[config.mk]
export PLATFORM = sky130hd
export DESIGN_NAME = msf_encoder
export DESIGN_NICKNAME = d
export VERILOG_FILES = /design/src/rtl/msf_encoder.sv
export SDC_FILE = /design/constraint.sdc
export NUM_CORES = 1
export LEC_CHECK = 0
export ABC_AREA = 1
export BUFFER_PORTS_ARGS = -buffer_cell sky130_fd_sc_hd__buf_2
export CELL_PAD_IN_SITES_DETAIL_PLACEMENT = 0
export CELL_PAD_IN_SITES_GLOBAL_PLACEMENT = 1
export CORE_MARGIN = 3
export CORE_UTILIZATION = 38
export DETAILED_ROUTE_END_ITERATION = 10
export GPL_ROUTABILITY_DRIVEN = 0
export PLACE_DENSITY = 0.74
export RECOVER_POWER = 25
export SLEW_MARGIN = 20
export SYNTH_ARGS = -nofsm -noshare
export SYNTH_HDL_FRONTEND = slang
export SYNTH_SLANG_ARGS = --single-unit
export TNS_END_PERCENT = 100
[constraint.sdc]
create_clock -name clk_i -period 2.21 [get_ports clk_i]
set_clock_uncertainty 0.15 [all_clocks]
set_input_delay 0.663 -clock clk_i [delete_from_list [all_inputs] [get_ports clk_i]]
set_output_delay 0.663 -clock clk_i [all_outputs]
set_load 0.05 [all_outputs]
[src/rtl/msf_encoder.sv]
// MSF time-signal transmitter: turns shadowed BCD time fields into the
// per-second carrier on/off keying, with its own ms and second-of-minute counters.
module msf_encoder #(
    parameter int CYCLES_PER_SEC = 1000
) (
    input  logic       clk_i,
    input  logic       rst_i,
    input  logic       en_i,
    input  logic [7:0] year_bcd_i,
    input  logic [4:0] month_bcd_i,
    input  logic [5:0] day_bcd_i,
    input  logic [2:0] weekday_i,
    input  logic [5:0] hour_bcd_i,
    input  logic [6:0] minute_bcd_i,
    input  logic       bst_i,
    input  logic       bst_warn_i,
    output logic       carrier_o,
    output logic [5:0] sec_o,
    output logic       minute_o,
    output logic       load_o
);

    localparam int UNIT = CYCLES_PER_SEC / 10;
    localparam int MSW  = $clog2(CYCLES_PER_SEC);

    localparam logic [MSW-1:0] MS_LAST = MSW'(CYCLES_PER_SEC - 1);
    localparam logic [MSW-1:0] SLOT1   = MSW'(UNIT);
    localparam logic [MSW-1:0] SLOT2   = MSW'(2 * UNIT);
    localparam logic [MSW-1:0] SLOT3   = MSW'(3 * UNIT);
    localparam logic [MSW-1:0] SLOT5   = MSW'(5 * UNIT);

    localparam logic [0:0] S_IDLE = 1'b0;
    localparam logic [0:0] S_RUN  = 1'b1;

    logic [0:0]     state_q, state_d;
    logic [MSW-1:0] ms_q, ms_d;
    logic [5:0]     sec_q, sec_d;
    logic           carrier_q, carrier_d;
    logic           minute_q, minute_d;
    logic           load_q, load_d;
    logic           capture;

    logic [7:0] year_q;
    logic [4:0] month_q;
    logic [5:0] day_q;
    logic [2:0] wday_q;
    logic [5:0] hour_q;
    logic [6:0] min_q;
    logic       bst_q, warn_q;

    logic [34:0] fields;
    logic [63:0] a_vec, b_vec;
    logic        off;

    assign fields = {year_q, month_q, day_q, wday_q, hour_q, min_q};

    // A bits 17..51 carry the fields MSB first; 52..59 are the fixed 01111110 marker
    always_comb begin
        a_vec = '0;
        for (int i = 0; i < 35; i++) a_vec[17+i] = fields[34-i];
        a_vec[58:53] = '1;
        b_vec = '0;
        b_vec[53] = warn_q;
        b_vec[54] = ~^year_q;
        b_vec[55] = ~^{month_q, day_q};
        b_vec[56] = ~^wday_q;
        b_vec[57] = ~^{hour_q, min_q};
        b_vec[58] = bst_q;
    end

    always_comb begin
        state_d  = state_q;
        ms_d     = ms_q;
        sec_d    = sec_q;
        minute_d = 1'b0;
        load_d   = 1'b0;
        capture  = 1'b0;
        case (state_q)
            S_IDLE: begin
                ms_d  = '0;
                sec_d = '0;
                if (en_i) begin
                    state_d  = S_RUN;
                    minute_d = 1'b1;
                    load_d   = 1'b1;
                    capture  = 1'b1;
                end
            end
            default: begin
                if (!en_i) begin
                    state_d = S_IDLE;
                    ms_d    = '0;
                    sec_d   = '0;
                end else if (ms_q == MS_LAST) begin
                    ms_d = '0;
                    if (sec_q == 6'd59) begin
                        sec_d    = '0;
                        minute_d = 1'b1;
                        load_d   = 1'b1;
                        capture  = 1'b1;
                    end else begin
                        sec_d = sec_q + 6'd1;
                    end
                end else begin
                    ms_d = ms_q + MSW'(1);
                end
            end
        endcase
    end

    // Keying is evaluated on the next (sec, ms) so carrier_o lines up with sec_o.
    // Second 0 never consults A/B, so a same-edge shadow reload cannot disturb it.
    always_comb begin
        if (sec_d == 6'd0)
            off = (ms_d < SLOT5);
        else
            off = (ms_d < SLOT1)
                | ((ms_d < SLOT2) & a_vec[sec_d])
                | ((ms_d >= SLOT2) & (ms_d < SLOT3) & b_vec[sec_d]);
        carrier_d = (state_d == S_IDLE) ? 1'b1 : ~off;
    end

    always_ff @(posedge clk_i or posedge rst_i) begin
        if (rst_i) begin
            state_q   <= S_IDLE;
            ms_q      <= '0;
            sec_q     <= '0;
            carrier_q <= 1'b1;
            minute_q  <= 1'b0;
            load_q    <= 1'b0;
        end else begin
            state_q   <= state_d;
            ms_q      <= ms_d;
            sec_q     <= sec_d;
            carrier_q <= carrier_d;
            minute_q  <= minute_d;
            load_q    <= load_d;
        end
    end

    always_ff @(posedge clk_i or posedge rst_i) begin
        if (rst_i) begin
            year_q  <= '0;
            month_q <= '0;
            day_q   <= '0;
            wday_q  <= '0;
            hour_q  <= '0;
            min_q   <= '0;
            bst_q   <= 1'b0;
            warn_q  <= 1'b0;
        end else if (capture) begin
            year_q  <= year_bcd_i;
            month_q <= month_bcd_i;
            day_q   <= day_bcd_i;
            wday_q  <= weekday_i;
            hour_q  <= hour_bcd_i;
            min_q   <= minute_bcd_i;
            bst_q   <= bst_i;
            warn_q  <= bst_warn_i;
        end
    end

    assign carrier_o = carrier_q;
    assign sec_o     = sec_q;
    assign minute_o  = minute_q;
    assign load_o    = load_q;

endmodule

# Word level (Yosys, flattened, before mapping)

Cells that the tools add are included.
W data, S select, Z words.

Add/subtract/negate cells: 2
Magnitude comparators: 6
Equal/unequal tests: 2
Multiplexer cells: 18
Bitwise operators: 6
Reductions and logical operators: 5

Operators with widths:

| kind                    | count |
|---|---|
| $mux W10                | 3 |
| $mux W6                 | 4 |
| $lt A10 B9 Y1 const B   | 2 |
| $reduce_xnor A13 Y1     | 1 |
| $bmux W1 S6             | 2 |
| $reduce_xnor A11 Y1     | 1 |
| $add A10 B1 Y10 const B | 1 |
| $eq A10 B10 Y1 const B  | 1 |
| $ge A10 B8 Y1 const B   | 1 |
| $lt A10 B7 Y1 const B   | 1 |
| $lt A10 B8 Y1 const B   | 1 |
| $mux W1                 | 9 |
| $reduce_xnor A8 Y1      | 1 |
| $lt A6 B7 Y1 const B    | 1 |
| $add A6 B1 Y6 const B   | 1 |
| $eq A6 B6 Y1 const B    | 1 |
| $logic_not A6 Y1        | 1 |
| $and A1 B1 Y1           | 3 |
| $reduce_xnor A3 Y1      | 1 |
| $or A1 B1 Y1            | 2 |
| $not A1 Y1              | 1 |

Flip-flop bits (word level): 56
Bits of input ports: 40
Output and inout port bits: 9
Word-level logic and storage cells: 52

# Depth between registers and ports, before layout

Gate-level depths: netlist of the first run.

Word-level depth: 13
Depth in mapped cells: 19
Mapped depth without buffers: 18

# Worst setup path after synthesis of the first run

OpenSTA, ideal clock, no wires.

Path type: reg2reg
Start point: reg sec_q[0], in the netlist sec_o[0]
End point: reg carrier_q, in the netlist carrier_o
Library setup time: 76 ps
Arrival: 2191 ps
Data required time: 1984 ps
Setup slack: -207 ps
Cell stages (with the launch flop): 20
Path buffers: 1
Period minus slack after synthesis: 2417 ps
Cell sequence: dfrtp_1 ha_1 nand2_1 nor2_1 nand3_4 nand2_8 inv_8 nand2_4 buf_8 nand2_2 nand3_2 nand2_1 nand2_1 nand2_1 nor2_2 nand2_1 nand2_1 nand3_1 nand2_1 nand2_1

Cells in the longest elaborated chain, start to end: 13
Elaborated cells between the ends (all ways): 18
Classes of those cells: add/sub: 1; eq/ne: 1; mux: 10; bitwise: 5; reduce/logical: 1

Ends and longest elaborated chain:

| item                                                 | RTL line | source |
|---|---|---|
| start, declared                                      | 37       | `logic [5:0] sec_q, sec_d;` |
| start signal, assigned                               | 127      | `sec_q <= '0;` |
| start signal, assigned                               | 134      | `sec_q <= sec_d;` |
| $add A6 B1 Y6 / $eq A6 B6 Y1 (equally long branches) | 102, 96  |  |
| $mux W6                                              | 96       | `if (sec_q == 6'd59) begin` |
| $mux W6 (*)                                          | 94       | `end else if (ms_q == MS_LAST) begin` |
| $mux W6 (*)                                          | 90       | `if (!en_i) begin` |
| $mux W6 (*)                                          | 78       | `case (state_q)` |
| $bmux W1 S6                                          | 118      | `\| ((ms_d < SLOT2) & a_vec[sec_d])` |
| $mux W1 (implied by the code)                        | 118      |  |
| $and A1 B1 Y1                                        | 118      |  |
| $or A1 B1 Y1                                         | 118      |  |
| $or A1 B1 Y1                                         | 119      | `\| ((ms_d >= SLOT2) & (ms_d < SLOT3) & b_vec[sec_d]);` |
| $mux W1 (*)                                          | 114      | `if (sec_d == 6'd0)` |
| $not A1 Y1 (*)                                       | 120      | `carrier_d = (state_d == S_IDLE) ? 1'b1 : ~off;` |
| $mux W1 (*)                                          | 120      |  |
| net carrier_d                                        | 38       | `logic carrier_q, carrier_d;` |
| end signal, assigned                                 | 135      | `carrier_q <= carrier_d;` |
| end, declared                                        | 38       |  |

Mark *: on every way through the listed nets, which the timed path passes. The rest lies on a longest branch. The select of a mux whose other input is x is not followed.
A chain may end at the register's enable or synchronous reset.

# Worst setup path in the final report of the first run

Start point: reg ms_q[1]
End point: reg carrier_q, in the netlist carrier_o

Cells in the longest elaborated chain, start to end: 12
Elaborated cells between the ends (all ways): 26
Classes of those cells: add/sub: 1; order compare: 5; eq/ne: 1; mux: 12; bitwise: 6; reduce/logical: 1

Ends and longest elaborated chain:

| item                                                    | RTL line | source |
|---|---|---|
| start, declared                                         | 36       | `logic [MSW-1:0] ms_q, ms_d;` |
| start signal, assigned                                  | 133      | `ms_q <= ms_d;` |
| branches (longest 9 deep; another with $add A10 B1 Y10) | -        |  |
| $mux W1 (*)                                             | 114      |  |
| $not A1 Y1 (*)                                          | 120      |  |
| $mux W1 (*)                                             | 120      |  |
| net carrier_d                                           | 38       |  |

Mark *: on every way through the listed nets, which the timed path passes. The select of a mux whose other input is x is not followed.

==> metrics.yaml, run 1 <==
async_flop_share: 1.00
instances_no_fill: 673
pwr-share-clk: 0.244
fin_nets: 606
start_util: 0.397
ys_seq_elements: 56
critPathBufInv: 2
status: "complete, but fails checks"
ir_drop_mv: 0.258
synth_top_family_by_area: "simple AND/OR/NAND/NOR gates"
final.setup.worst_slack_ns: -0.00235
grt_pass1_wl_um: 14700
grt_pass1_vias: 3221
yosys_warnings: 0
r2r_cells: 16
cts.sinks: 56
drt_iter0_markers: 102
hold_path.class: "flop to flop"
rsz0062_at_grt: "true"
seq_area_frac_synth: 0.398
path_cells: "ha_2 -> nand2_4 -> nor2_8 -> nand2_4 -> nor2_2 -> nand2_1 -> nand2_2 -> o21ai_2 -> inv_2 -> buf_4 -> nand2_1 -> a21oi_1 -> nand2_1 -> nand3_1 -> nand2_1 -> nand2_1"
routedWlPerCell_um: 12.7
synth_edf_count: 0
rows: 34
die-area_mm2: 0.0105
cpLargestDelayFamily: "simple AND/OR/NAND/NOR gates"
max_slew_margin: 0.0995
p_int_mw: 1.58
antenna_cells: 0
drive_gt1_frac: 0.271
drt.antenna.violating_nets: 0
drcViolationCount: 0
dieHeight_um: 102
ys_types: 40
clkTransAtPathRegs_ns: 0.10
p_switching_mw: 0.713
cpMaxStageDelayCell: "dfrtp_1"
power.density_mw_per_mm2: 529
combPwrFrac: 0.233
max_cap_violations: 0
synth-compound-area-share: 0.0514
place_inst: 665
synth_xor_xnor_area_share: 0.0720
worstMarginPinSlew_ns: 1.35
num_vias: 3257
h-tree-depth: 2
report.final.slew_viol_count: 0
cpMostUsedCell: "nand2_1"
drt_first_pass_iters: 4
clock_latency_ns: 0.31
cts_tree: "built"
cts_buffers: 5
crit_cells: 16
power.leakage_nw: 2.28
worstSetupPathType: "flop to flop"
dpl.hpwl_um: 6640
min_path_cells: 2
grt_max_degree: 57
clock_path_buffers: 2
coreArea_mm2: 0.00889
grt_use_total: 0.173
crit_required_ns: 2.32
max_freq_ghz: 0.452
syn_to_final_growth_pct: 23.1
violations: "setup timing"
crit_path_start_kind: "flop"
synthCells: 474
clock-root-buffer: "clkbuf_8"
syn_avg_cell_area_um2: 7.44
io_pins: 49
via_per_inst: 4.84
p_seq_frac: 0.522
period_share: 1.00
synth_nets: 516
synthAdderAreaFrac: 0.00709
antenna_found_initial: 0
end_kind: "flop"
syn_area_mm2: 0.00353
yosys.area_share.simple: 0.394
setup_violations: 1
wl_um: 8550
synthFlopType: "dfrtp_1"
period_needed_ns: 2.21
switching_share: 0.311
power_mw: 2.30
crit_path_max_incr_delay_ns: 0.37
die_w_um: 102
hold_viol_final: 0
synthMuxAreaShare: 0
grt-ovfl-total: 0
cp_data_arrival_time_ns: 2.32
critPathMaxFanout: 6
io_buffer_count: 48
cell usage in the layout (no fill, tap or decap), types with 2 or more instances in the layout:
cell type	n
nand3_1	50
nand2_2	5
clkbuf_1	2
nor2_2	5
inv_4	2
dfrtp_2	2
xnor2_1	18
inv_1	37
nand4_1	8
buf_6	3
nand3_2	6
nand3b_1	3
o21bai_2	2
nor3_1	4
nor2_1	27
buf_4	44
nand2_1	172
nand2_4	4
a21oi_2	2
o21ai_0	16
nor2_4	5
buf_2	47
a21oi_1	5
nand2_8	2
clkinv_2	2
inv_2	3
xor2_1	11
clkbuf_8	5
dfrtp_1	53
kinds of logic (layout without fill, tap and decap cells):
kind of cell	Yosys count	in the layout
flops	56	56
buf+inv	59	150
compound gates	30	30
simple gates	298	298
fa+ha+maj	2	2
xor+xnor	29	29
per-layer routing:
metal | up-vias | GRT usage | part of all wire
li1 | 1675 | - | -
met1 | 1528 | 0.223 | 0.45
met2 | 43 | 0.302 | 0.51
met3 | 11 | 0.0232 | 0.023
met4 | 0 | 0.0545 | 0.015
met5 | - | 0 | 0
stage by stage:
step                hold slack [ns]  worst slack [ns]  utilization  setup TNS (ns)  area (um2)
global route                  0.383            -0.180        0.488          -0.180        4340
finish                        0.350          -0.00235        0.488        -0.00235        4340
floorplan                     0.300           -0.0367            -         -0.0367        3530
CTS                           0.266           0.00337        0.490               0        4360
detailed placement            0.327           -0.0973        0.473         -0.0973        4210
global placement              0.327           -0.0756        0.473         -0.0756        4210
power groups by stage:
stage	logic, mW	registers [mW]	clock network, mW
after floorplan	0.418	1.20	0
after global placement	0.538	1.22	0
after detailed placement	0.547	1.22	0
after CTS	0.552	1.20	0.590
after global routing	0.626	1.21	0.619
final	0.536	1.20	0.560
final cells by class:
class,count,area (um2)
Tap cell,108,135
Multi-Input combinational cell,359,1900
Inverter,44,181
Sequential cell,56,1410
Fill cell,962,4550
Clock inverter,3,18.8
Timing Repair Buffer,98,632
Clock buffer,5,68.8
state kept, by name (all words and copies together), names as in the netlist:
| signal | flops |
|---|---|
| year_q | 8 |
| month_q | 5 |
| bst_q | 1 |
| sec_o | 6 |
| wday_q | 3 |
| carrier_o | 1 |
| min_q | 7 |
| ms_q | 10 |
| hour_q | 6 |
| warn_q | 1 |
| load_o | 1 |
| day_q | 6 |
| state_q | 1 |
final timing paths:
check	from	endpoint	slack (ns)
min in group asynchronous	rst_i	sec_o[4]	0.66
min	bst_q	bst_q	0.35
max in group asynchronous	rst_i	sec_o[0]	0.36
max	ms_q[1]	carrier_o	-0.002
max reg2reg	ms_q[1]	carrier_o	-0.002
min reg2reg	bst_q	bst_q	0.35
what timing repair did:
item | 4_1_cts | 5_1_grt
setup endpoints to repair | 1 | 1
buffers inserted | 0 | 0
hold buffers | 0 | 0
gates cloned | 0 | 0
pin swaps | 7 | 0
gates resized for setup | 15 | 1
synthesized netlist by cell type, types with 2 or more instances:
cell type	instances	share of area
ha_1	2	0.0071
nand3b_1	3	0.0064
nor2_2	4	0.0071
nand2_1	173	0.18
nand3_2	4	0.011
o21ai_0	16	0.023
buf_2	4	0.0057
inv_1	38	0.040
clkbuf_1	4	0.0043
nor2_1	29	0.031
buf_4	4	0.0085
a21oi_2	2	0.0050
inv_2	5	0.0053
nor2_4	4	0.013
a21oi_1	5	0.0071
o21bai_2	2	0.0064
o21ai_2	2	0.0050
nor3_1	4	0.0057
nand4_1	8	0.014
xnor2_1	18	0.045
dfrtp_1	55	0.39
nand3_1	52	0.074
nand2_4	3	0.0096
xor2_1	11	0.027
nand2_2	6	0.011
buf_6	2	0.0064
worst min-delay path: cells and delay by family, from the launching register on:
kind	cells	cell delay [ns]
flops	1	0.36
simple gates	2	0.10
(Power assumes the default switching activity.)
==> inputs of run 2 (changes only) <==
--- a/config.mk
+++ b/config.mk
@@ -7,15 +7,12 @@
 export LEC_CHECK = 0
 export ABC_AREA = 1
 export BUFFER_PORTS_ARGS = -buffer_cell sky130_fd_sc_hd__buf_2
-export CELL_PAD_IN_SITES_DETAIL_PLACEMENT = 0
-export CELL_PAD_IN_SITES_GLOBAL_PLACEMENT = 1
 export CORE_MARGIN = 3
-export CORE_UTILIZATION = 38
+export CORE_UTILIZATION = 52
 export DETAILED_ROUTE_END_ITERATION = 10
 export GPL_ROUTABILITY_DRIVEN = 0
 export PLACE_DENSITY = 0.74
 export RECOVER_POWER = 25
-export SLEW_MARGIN = 20
 export SYNTH_ARGS = -nofsm -noshare
 export SYNTH_HDL_FRONTEND = slang
 export SYNTH_SLANG_ARGS = --single-unit
==> metrics.yaml, run 2 (same netlist as run 1, synthesis figures left out) <==
status: "complete, but fails checks"
violations: "setup timing"
max_slew_margin: 0.0944
regMostFlops: "ms_q"
hold_path.class: "flop to flop"
grt_pass1_vias: 3151
dr_wl_met2_um: 4210
clock-root-buffer: "clkbuf_8"
largestRegisters: "ms_q: 10 flops, year_q: 8 flops, min_q: 7 flops"
final_common_cell: "nand2_1"
max_freq_ghz: 0.447
routedWlPerCell_um: 13.3
io_buffer_count: 48
drt.antenna.violating_nets: 0
drive_gt1_frac: 0.278
syn_to_final_growth_pct: 24.8
dpl.hpwl_um: 6170
dieHeight_um: 88.4
r2r_end: "carrier_o"
via_per_inst: 5.20
rsz0062_at_grt: "true"
grt_max_degree: 57
cts_buffers: 5
routed.top_layer: "met4"
drcViolationCount: 0
num_vias: 3303
crit_path_end: "carrier_o"
grt_pass1_wl_um: 14100
crit_path_start_kind: "flop"
rows: 29
clock_path_buffers: 2
critPathMaxFanout: 6
antenna_found_initial: 0
dp_slack_ns: -0.0794
largest_reg_flops: 10
crit_required_ns: 2.33
start_util: 0.546
io_pins: 49
cp_data_arrival_time_ns: 2.36
rrSetupSlack_ns: -0.03
route.met3.wl_um: 256
postLayoutCoreUtil: 0.682
startpoint: "ms_q[1]"
hold_viol_final: 0
fin_nets: 599
ir_drop_mv: 0.441
antenna_cells: 0
report.final.slew_viol_count: 0
period_share: 1.01
period_needed_ns: 2.24
die-area_mm2: 0.00781
grt-ovfl-total: 0
fill_cells: 584
end_kind: "flop"
h-tree-depth: 2
r2r_cells: 16
grt_use_total: 0.226
power_mw: 2.43
power.density_mw_per_mm2: 552
mostFrequentLayoutCells: "nand2_1 (172), dfrtp_1 (53), buf_2 (48)"
cts_tree: "built"
clkTransAtPathRegs_ns: 0.10
coreArea_mm2: 0.00646
max_cap_violations: 0
wl_um: 8480
setup_violations: 1
fin_area_mm2: 0.00440
power.leakage_nw: 2.26
drt_iter0_markers: 170
worstSetupPathType: "flop to flop"
cts.sinks: 56
final.setup.worst_slack_ns: -0.0293
r2r_start: "ms_q[1]"
wl_met1_um: 3870
die_w_um: 88.4
worstMarginPinSlew_ns: 1.36
clock_latency_ns: 0.32
drt_first_pass_iters: 4
place_area_mm2: 0.00403
run 2: worst max-delay path: stages, from the launching register on:
cell	delay, ns
dfrtp_1	0.41
ha_4	0.16
nand2_4	0.06
nor2_8	0.20
nand2_8	0.11
nor2_4	0.10
nand2_1	0.12
nand2_4	0.13
buf_4	0.12
nand4_1	0.07
nor2_1	0.14
nor2_1	0.07
a21oi_2	0.10
nand2_1	0.06
nand3_1	0.07
nand2_1	0.05
nand2_1	0.05
run 2: area by class of cell:
class	count	area [um2]	area share
Multi-Input combinational cell	359	1990	0.452
Clock inverter	2	35.0	0.00795
Inverter	44	179	0.0406
Tap cell	77	96.3	0.0219
Timing Repair Buffer	91	626	0.142
Sequential cell	56	1410	0.319
Clock buffer	6	72.6	0.0165
run 2: worst min path at each step:
stage | from | to | slack [ns] | depth (start not counted)
2_1_floorplan | bst_q | bst_q | 0.30 | 2
3_3_place_gp | warn_q | warn_q | 0.34 | 2
3_5_place_dp | bst_q | bst_q | 0.34 | 2
4_1_cts | rst_i | wday_q[2] | 0.27 | 3
5_1_grt | hour_bcd_i[4] | hour_q[4] | 0.37 | 3
6_report | warn_q | warn_q | 0.36 | 2
run 2: metrics by stage:
step / std cells / TNS [ns] / hold slack, ns
floorplan: 474 / -0.0367 / 0.300
global placement: 615 / -0.0272 / 0.337
detailed placement: 615 / -0.0794 / 0.337
CTS: 623 / 0 / 0.271
global route: 635 / -0.207 / 0.374
finish: 635 / -0.0293 / 0.364
run 2: timing repair:
item	4_1_cts	5_1_grt
hold buffers	0	0
pin swaps	2	17
cloned	0	1
setup endpoints to repair	1	1
gates resized for setup	5	33
setup buffers	0	11
run 2: power breakdown:
part	total [mW]	switching (mW)	leakage, nW	internal, mW
clock network	0.678	0.341	0.0552	0.337
logic	0.557	0.307	1.50	0.250
registers	1.20	0.0821	0.711	1.11
total	2.43	0.730	2.26	1.70
run 2: routing by layer:
| metal | vias up | global-route usage |
|---|---|---|
| met5 | - | 0 |
| met4 | 0 | 0.0536 |
| met3 | 16 | 0.0298 |
| met2 | 53 | 0.387 |
| met1 | 1571 | 0.306 |
| li1 | 1663 | - |
==> inputs of run 3 (changes only) <==
--- a/config.mk
+++ b/config.mk
@@ -8,10 +8,11 @@
 export ABC_AREA = 1
 export BUFFER_PORTS_ARGS = -buffer_cell sky130_fd_sc_hd__buf_2
 export CORE_MARGIN = 3
-export CORE_UTILIZATION = 52
+export CORE_UTILIZATION = 54
+export CTS_BUF_LIST = sky130_fd_sc_hd__clkbuf_8
 export DETAILED_ROUTE_END_ITERATION = 10
 export GPL_ROUTABILITY_DRIVEN = 0
-export PLACE_DENSITY = 0.74
+export PLACE_DENSITY = 0.77
 export RECOVER_POWER = 25
 export SYNTH_ARGS = -nofsm -noshare
 export SYNTH_HDL_FRONTEND = slang
==> metrics.yaml, run 3 (same netlist as run 1, synthesis figures left out) <==
routedWlPerCell_um: 12.7
hold_ws_ns: 0.334
io_buffer_count: 48
drt_iter0_markers: 167
start_util: 0.576
crit_required_ns: 2.32
antenna_found_initial: 0
max_cap_violations: 0
coreArea_mm2: 0.00613
place_area_mm2: 0.00402
cpMaxStageDelayCell: "dfrtp_1"
io_pins: 49
clock-root-buffer: "clkbuf_8"
cts_buffers: 5
syn_to_final_growth_pct: 17.7
regMostFlops: "ms_q"
clock_latency_ns: 0.32
dr_wl_met2_um: 3820
cts.sinks: 56
status: "finished clean"
power_mw: 2.46
power.density_mw_per_mm2: 593
crit_path_start_kind: "flop"
fin_area_mm2: 0.00415
final_common_cell: "nand2_1"
cts_setup_buffers: 0
hold_path.class: "primary input to async pin"
path_cells: "ha_2 -> nand2_2 -> nor2_8 -> nand2_4 -> nand2_2 -> nand2_4 -> nand2_4 -> buf_12 -> nand2_1 -> nand3_1 -> nand3_1 -> nand3_1 -> nand2_1 -> nand2_1 -> nand3_1 -> nand2_1 -> nand2_1"
cpMostUsedCell: "nand2_1"
rsz0062_at_grt: "true"
end_kind: "flop"
dieHeight_um: 86.8
hold_viol_final: 0
wl_met1_um: 3580
clock_path_buffers: 2
fin_setup_tns_ns: 0
setup_violations: 0
via_per_inst: 5.16
worstMarginPinSlew_ns: 0.919
clkTransAtPathRegs_ns: 0.10
drt_first_pass_iters: 5
report.final.slew_viol_count: 0
largestRegisters: "ms_q: 10 flops, year_q: 8 flops, min_q: 7 flops"
ctsHoldBuffers: 0
rows: 28
mostFrequentLayoutCells: "nand2_1 (172), dfrtp_1 (53), nand3_1 (52)"
max_slew_margin: 0.384
dpl.hpwl_um: 6030
num_vias: 3172
power.leakage_nw: 2.17
route.met3.wl_um: 314
grt_use_total: 0.224
grt_pass1_vias: 3125
antenna_cells: 0
critPathMaxFanout: 16
crit_path_max_incr_delay_ns: 0.37
worstSetupPathType: "flop to flop"
largest_reg_flops: 10
die_w_um: 86.8
die-area_mm2: 0.00754
cp_data_arrival_time_ns: 2.31
period_needed_ns: 2.20
grt_pass1_wl_um: 13700
routed.top_layer: "met4"
wl_um: 7820
h-tree-depth: 2
grt-ovfl-total: 0
cts_tree: "built"
place_inst: 607
drive_gt1_frac: 0.239
drt.antenna.violating_nets: 0
grt_max_degree: 49
fin_nets: 581
drcViolationCount: 0
ir_drop_mv: 0.510
period_share: 0.998
max_freq_ghz: 0.454
instances_no_fill: 615
==> run 3: cell count changes in the layout (fill, tap and decap cells not counted), moves of 2 or more <==
cell,previous run,this run
clkbuf_8,5,7
nand3_1,47,52
o21ai_2,0,2
buf_6,6,0
buf_12,2,4
nand2_8,3,1
nand3_2,8,3
nand2_2,4,7
a21oi_1,3,5
o21ai_4,2,0
buf_4,33,19
==> run 3: worst paths after layout <==
kind	cells past startpoint	to	startpoint	slack (ns)
worst max-delay path	17	carrier_o	ms_q[0]	0.005
max in group asynchronous	3	day_q[2]	rst_i	0.49
min in group clk_i	2	warn_q	warn_q	0.36
worst max register to register	17	carrier_o	ms_q[0]	0.005
worst min register to register	2	warn_q	warn_q	0.36
worst min-delay path	2	ms_q[8]	rst_i	0.33
==> run 3: metal layers <==
metal / GRT usage / vias up
met5: 0 / -
met4: 0.0581 / 0
met3: 0.0323 / 10
met2: 0.374 / 69
met1: 0.304 / 1463
li1: - / 1630
==> run 3: power breakdown <==
| group | leakage, nW | total [mW] | switching, mW | internal (mW) |
|---|---|---|---|---|
| Sequential | 0.711 | 1.20 | 0.0805 | 1.11 |
| Combinational | 1.39 | 0.544 | 0.297 | 0.247 |
| Clock | 0.0645 | 0.723 | 0.323 | 0.400 |
| Total | 2.17 | 2.46 | 0.701 | 1.76 |
==> run 3: through the flow <==
step,setup slack [ns],util
after global routing,-0.156,0.678
after detailed placement,-0.0728,0.655
after CTS,0.00914,0.679
final,0.00523,0.678
after global placement,-0.00633,0.655
after floorplan,-0.0367,-
==> run 3: critical path: cells and delay by family, from the launching register on <==
family / cells / cell delay, ns
DFF: 1 / 0.37
buffers and inverters: 1 / 0.15
and+or+nand+nor: 15 / 1.28
adders and majority gates: 1 / 0.20
==> run 3: area by class of cell <==
cell class / instances / area (um2)
fillers: 534 / 1980
multi-input cells: 359 / 1880
clock buffers: 7 / 96.3
clock inverters: 1 / 30.0
repair buffers: 73 / 472
inverters: 44 / 176
well taps: 75 / 93.8
flip-flops and latches: 56 / 1410
==> run 3: repair_timing <==
item	CTS	global route
pin swaps	2	1
setup endpoints to repair	1	1
resized for setup	6	3
endpoints found under the hold margin	0	0
